[src/rtl/ann_pkg.sv]
// Shared types and default sizing for the layer sequencer and the node datapath.
package ann_pkg;

  typedef enum logic [2:0] {
    ST_IDLE,
    ST_CLEAR,
    ST_MAC,
    ST_DRAIN,
    ST_LATCH,
    ST_DONE
  } state_t;

  typedef logic [15:0] word_t;

  localparam int N_INPUTS_DEF = 64;
  localparam int N_NODES_DEF  = 16;
  localparam int ACT_LAT_DEF  = 2;

endpackage

[src/rtl/ann_layer_ctrl_idx_counter.sv]
// Mod-MOD index counter: synchronous clear beats enable, wraps to 0 after MOD-1.
module idx_counter #(
  parameter int MOD = 2,
  parameter int W   = 1
) (
  input  logic         clk,
  input  logic         n_rst,
  input  logic         clr,
  input  logic         en,
  output logic [W-1:0] count,
  output logic         tc
);

  assign tc = (count == W'(MOD - 1));

  always_ff @(posedge clk or negedge n_rst) begin
    if (!n_rst) begin
      count <= '0;
    end else if (clr) begin
      count <= '0;
    end else if (en) begin
      count <= tc ? '0 : count + W'(1);
    end
  end

endmodule

[src/rtl/ann_layer_ctrl.sv]
// Layer sequencer: walks every node through clear, MAC, activation drain and latch.
// Handshake: mem_stall=1 means the memory has no data this cycle; acc_en is the only output that sees it.
module ann_layer_ctrl
  import ann_pkg::*;
#(
  parameter int N_INPUTS = N_INPUTS_DEF,
  parameter int N_NODES  = N_NODES_DEF,
  parameter int ACT_LAT  = ACT_LAT_DEF,
  parameter int NW       = (N_NODES > 1) ? $clog2(N_NODES) : 1
) (
  input  logic          clk,
  input  logic          n_rst,
  input  logic          start,
  input  logic          abort,
  input  logic          mem_stall,
  output logic [6:0]    cnt_val,
  output logic [NW-1:0] node_sel,
  output logic          acc_clr,
  output logic          acc_en,
  output logic          act_latch,
  output logic          busy,
  output logic          done
);

  localparam int DRAIN_MOD = (ACT_LAT > 0) ? ACT_LAT : 1;

  state_t     state;
  state_t     state_nxt;
  logic       cnt_tc;
  logic       node_tc;
  logic       drain_tc;
  logic [2:0] drain_cnt_unused;

  always_ff @(posedge clk or negedge n_rst) begin
    if (!n_rst) begin
      state <= ST_IDLE;
    end else begin
      state <= state_nxt;
    end
  end

  always_comb begin
    state_nxt = state;
    case (state)
      ST_IDLE:  if (start) state_nxt = ST_CLEAR;
      ST_CLEAR: state_nxt = ST_MAC;
      ST_MAC:   if (acc_en && cnt_tc) state_nxt = (ACT_LAT == 0) ? ST_LATCH : ST_DRAIN;
      ST_DRAIN: if (drain_tc) state_nxt = ST_LATCH;
      ST_LATCH: state_nxt = node_tc ? ST_DONE : ST_CLEAR;
      ST_DONE:  state_nxt = ST_IDLE;
      default:  state_nxt = ST_IDLE;
    endcase
    if (abort) state_nxt = ST_IDLE;
  end

  assign acc_clr   = (state == ST_CLEAR);
  assign acc_en    = (state == ST_MAC) && !mem_stall;
  assign act_latch = (state == ST_LATCH);
  assign busy      = (state != ST_IDLE);
  assign done      = (state == ST_DONE);

  // Input index is cleared while latching so the next CLEAR (or DONE) already shows 0.
  idx_counter #(.MOD(N_INPUTS), .W(7)) u_cnt (
    .clk   (clk),
    .n_rst (n_rst),
    .clr   (abort || (state == ST_LATCH)),
    .en    (acc_en && !cnt_tc),
    .count (cnt_val),
    .tc    (cnt_tc)
  );

  idx_counter #(.MOD(DRAIN_MOD), .W(3)) u_drain (
    .clk   (clk),
    .n_rst (n_rst),
    .clr   (state != ST_DRAIN),
    .en    (1'b1),
    .count (drain_cnt_unused),
    .tc    (drain_tc)
  );

  // The last node wraps back to 0, which is the value DONE and IDLE present.
  idx_counter #(.MOD(N_NODES), .W(NW)) u_node (
    .clk   (clk),
    .n_rst (n_rst),
    .clr   (abort),
    .en    (state == ST_LATCH),
    .count (node_sel),
    .tc    (node_tc)
  );

endmodule

[config.mk]
export PLATFORM = sky130hd
export DESIGN_NAME = ann_layer_ctrl
export DESIGN_NICKNAME = d
export VERILOG_FILES = /design/src/rtl/ann_pkg.sv /design/src/rtl/ann_layer_ctrl_idx_counter.sv /design/src/rtl/ann_layer_ctrl.sv
export SDC_FILE = /design/constraint.sdc
export NUM_CORES = 1
export LEC_CHECK = 0
export CAP_MARGIN = 20
export CORE_MARGIN = 5
export CORE_UTILIZATION = 44
export DETAILED_ROUTE_END_ITERATION = 10
export GPL_TIMING_DRIVEN = 0
export PLACE_DENSITY = 0.82
export SLEW_MARGIN = 5
export SYNTH_ARGS = -nofsm -noshare
export SYNTH_HDL_FRONTEND = slang
export SYNTH_HIERARCHICAL = 1
export SYNTH_SLANG_ARGS = --single-unit
[constraint.sdc]
create_clock -name clk -period 1.65 [get_ports clk]
set_input_delay 0.33 -clock clk [delete_from_list [all_inputs] [get_ports clk]]
set_output_delay 0.33 -clock clk [all_outputs]
set_load 0.02 [all_outputs]
# == After elaboration in Yosys (flattened, before gate mapping) ==
# Index checks and enable logic that the tools add are counted.
# op_classes
eq_ne,12
add_sub_neg,3
reduce_logical,11
muxes,14
# op_table
cell,n
two-way mux 3 bit,7
two-way mux 7 bit,3
case mux 3 bit (5 select lines),1
two-way mux 4 bit,3
"adder 7 x 1 -> 7 bit, second input constant",1
"equality test 7 x 6 -> 1 bit, second input constant",1
"equality test 3 x 1 -> 1 bit, second input constant",2
"equality test 3 x 2 -> 1 bit, second input constant",2
"equality test 3 bit, second input constant",2
"inequality test 3 x 2 -> 1 bit, second input constant",2
"inequality test 3 bit, second input constant",2
"adder 4 x 1 -> 4 bit, second input constant",1
"equality test 4 bit, second input constant",1
nonzero test 2 bit,2
"adder 3 x 1 -> 3 bit, second input constant",1
logical AND 1 bit,3
logical NOT 3 bit,1
AND reduction 3 bit,1
nonzero test 3 bit,1
logical NOT 1 bit,2
logical OR 1 bit,1
# totals
output_inout_bits,16
elab_cells,44
ff_bits,17
inputBits,5

# == Logic depth before layout (Yosys ltp) ==
# depth
word_depth,6
ltp_mapped,8
mapped_depth_nobuf,7

# == Cells and area by module ==
# Netlist, hierarchy kept.
# modules_own_cells
mod,instances,seq_area_each_um2,area_per_inst_um2,cells_per_inst
idx_counter (u_cnt),1,175.2,361.6,37
ann_layer_ctrl,1,75.1,250.2,27
idx_counter (u_node),1,100.1,206.4,20
idx_counter (u_drain),1,75.1,155.1,13

# == Worst setup path after synthesis ==
# Ideal clock, no wire load.
# synth_timing
path_type,register -> register
startpoint,register u_cnt.count[0]
endpoint,register u_cnt.count[5]
synth_period_minus_slack_ps,1943
path_slack_ps,-293
arrival_time_ps,1861
path_stages_with_launch,9
n_path_buf,1
required_ps,1568
path_cell_list,dfrtp_1 ha_1 nand2b_1 nor2_1 nor4_1 buf_4 nand4_1 or3_1 a31oi_1
# synth_between
elab_chain_cells,4
word_cells_on_any_way,8
classes_between,1 x add/sub; 1 x eq/ne; 3 x mux; 3 x reduce/logical
# synth_rtl
item,line_no,text
from (decl),ann_layer_ctrl_idx_counter.sv:10,"output logic [W-1:0] count,"
from (signal assigned),ann_layer_ctrl_idx_counter.sv:22,count <= tc ? '0 : count + W'(1);
equality test 7 x 6 -> 1 bit (*),ann_layer_ctrl_idx_counter.sv:14,assign tc = (count == W'(MOD - 1));
named net cnt_tc,ann_layer_ctrl.sv:29,logic cnt_tc;
two-way mux 7 bit / logical NOT 1 bit (equally long branches),"ann_layer_ctrl_idx_counter.sv:22, ann_layer_ctrl.sv:67",
two-way mux 7 bit / logical AND 1 bit (equally long branches),"ann_layer_ctrl_idx_counter.sv:21, ann_layer_ctrl.sv:67",
two-way mux 7 bit / nonzero test 2 bit (equally long branches),-,
# Mark *: on every way through the listed nets, which the timed path passes. The rest lies on a longest branch. The select of a mux whose other input is x is not followed.
# A chain may end at the register's enable or synchronous reset.

# == Worst setup path in the final report ==
# Ends and elaborated chain as after synthesis.

==> results.md <==
* Mapped Cells at 97
* Crit path arrival time at 1940 ps
* Gpl congestion at 0.702
* Inserted Diodes at 0
* H-tree depth at 1
* Top cells by count, synth: dfrtp_1, nor2_1, a21oi_1, nand2_1, nand2b_1
* Vias in the first global route at 844
* CP Launch Type: flip-flop
* Clock Power Share at 0.288
* Pwr dens at 587 mW/mm2
* Clk slew on worst S/H paths at 110 ps
* Sw Pwr at 0.000210 W
* DR vias/cell at 5.36
* Synthesized flop and latch total at 17
* Leak pwr at 0.602 nW
* Max-slew violations at 0
* Mean Syn Cell Area at 10.0 um2
* Port Buf Inserts at 20
* Clock Skews at 10.5 ps
* Hold_buf cts at 0
* Sw Ratio at 0.266
* Max-cap violation count at 0
* Post-synth top area cell: dfrtp_1
* Final setup viols at 3
* Die height at 57.0 um
* Fraction of layout cells with a size suffix above 1 at 0.328
* Clk sinks at 17
* Synthesized area at 973 um2
* Failing checks: setup timing
* Relative slew slack at 0.497
* Post-synth top area share at 0.437
* Worst setup margin at -68.3 ps
* Placed cell area at 0.00124 mm2
* Initial antenna violation count at 0
* Starting Density at 0.449
* Vias at 869
* Count leader, synth: dfrtp_1
* Core footprint at 0.00217 mm2
* GRT Total Usage at 0.138
* Share of power burned in registers at 0.547
* Synth area leaders: dfrtp_1, nor2_1, nand2b_1
* DRC at 0
* EDFF count, synth at 0
* CP Data Required Time at 1870 ps
* CTS buffer count at 3
* Post-synth cell types at 40
* 1st-iter DRT viols at 13
* First-pass GRT wire length at 3.62 mm
* Non-filler cells, final at 162
* Skew-Pair Late Insertion Delay at 290 ps
* Num ports at 21
* CTS Root Cell: clkbuf_4
* Post-synth ARST share at 1.00
* Most used DFF post-synth: dfrtp_1
* Final nets at 142
* Place WS at -327 ps
* Post-Route WL at 2.20 mm
* Largest net degree at the start of global routing at 18
* CP max FO at 2
* Fin area at 0.00134 mm2
* RSZ-0062 raised after global routing: yes
* Slew @ Worst Pin at 751 ps
* Routed Antenna Nets at 0
* Fin Setup TNS at -74.4 ps
* Hold Path Class: input port to asynchronous set/reset pin
* Crit Path Class: flip-flop to flip-flop
* Fill count at 193
* Max Fclk at 582 MHz
* Combinational share of power at 0.165
* Total grt overflow at 0
* Die area at 0.00325 mm2
* Row count at 17
* Seq/Total Area, Yosys at 0.437
* Internal power at 0.000579 W
* Final Critical Period at 1720 ps
* WL/cell at 13.6 um
* Worst setup EP type: flip-flop
* Horiz. Die Dim at 57.0 um
* Cell total after placement at 148
* Drt pass-1 iters at 4
* Final period util at 1.04
* Area Growth Syn to Fin at 38.0%
* Final Hold Fails at 0
* Worst vdd rail ir drop at 541 uV
* Clock tree buffer depth at 2
* Syn. warnings at 6
* Outcome: complete, but fails checks
* CTS tree: built
* Dpl hpwl at 1.46 mm
==> logic make-up after synthesis <==
kind of cell	Yosys count	synth area share
AO/OA/AOI/OAI	18	0.123
XOR/XNOR	4	0.0360
adder cells (fa/ha/maj)	2	0.0257
buffers and inverters	4	0.0270
flip-flops	17	0.437
multiplexers	2	0.0257
other	1	0.00385
AND/OR/NAND/NOR	49	0.321
==> sequential cells by signal, summed over array words and instances, names as in the netlist <==
signal,flops
u_cnt/count,7
u_node/count,4
state,3
u_drain/count,3
==> final cells by class <==
class	instances	area, um2	share of cell area
timing repair buffer	30	246	0.183
tap	28	35.0	0.0261
multi-input combinational	79	574	0.427
clock buffer	4	26.3	0.0196
sequential	17	432	0.321
buffer	3	26.3	0.0196
inverter	1	3.75	0.00279
==> path summary, 6_finish.rpt <==
path                                start             end  slack (ps)  depth (start not counted)
max reg2reg                u_cnt/count[0]  u_cnt/count[5]         -70                          8
max                        u_cnt/count[0]  u_cnt/count[5]         -70                          8
max in group asynchronous           n_rst        state[2]         650                          1
min in group clk                 state[2]        state[1]         540                          1
min reg2reg                      state[2]        state[1]         540                          1
min                                 n_rst  u_cnt/count[5]         470                          1
==> power by group through the flow <==
| stage | sequential [W] | combinational (W) | clock [W] |
|---|---|---|---|
| floorplan | 0.000445 | 0.0000569 | 0 |
| global placement | 0.000441 | 0.000108 | 0 |
| finish | 0.000432 | 0.000130 | 0.000227 |
| detailed placement | 0.000443 | 0.000111 | 0 |
| CTS | 0.000432 | 0.000125 | 0.000236 |
| global route | 0.000433 | 0.000142 | 0.000257 |
==> routing by layer <==
layer	GRT usage	share of wire	wire, um	vias up
li1	-	-	-	421
met1	0.172	0.42	919	416
met2	0.232	0.51	1130	28
met3	0.0520	0.060	132	4
met4	0.0199	0.011	25	0
met5	0	0	0	-
==> layout by cell type (no fill, tap or decap), types with 5 or more instances in the layout <==
cell,Yosys,layout
nand2_1,5,5
dlygate4sd2_1,0,10
nor2_1,10,9
clkdlybuf4s50_1,0,5
dfrtp_2,0,5
buf_4,3,13
dfrtp_1,17,12
a21oi_1,5,5
==> critical path: stages (launching register included) <==
cell      delay (ps)
dfrtp_2          440
ha_4             170
nand2b_4          70
nor2_2            50
nor4_2           130
buf_4            150
nand4_1          100
or3_1            360
a31oi_1          170
==> timing repair <==
item / in CTS / in global routing
pin swaps: 7 / 2
endpoints found under the setup margin: 17 / 10
resized for setup: 35 / 7
setup buffers: 9 / 1
==> stage by stage <==
stage / util / hold slack [ps] / total power [W]
4_1_cts: 0.613 / 497 / 0.000793
3_5_place_dp: 0.574 / 564 / 0.000553
5_1_grt: 0.619 / 541 / 0.000833
6_report: 0.619 / 467 / 0.000789
3_3_place_gp: 0.574 / 546 / 0.000550
2_1_floorplan: - / 34.4 / 0.000502
Power figures use the tool's default switching activity.
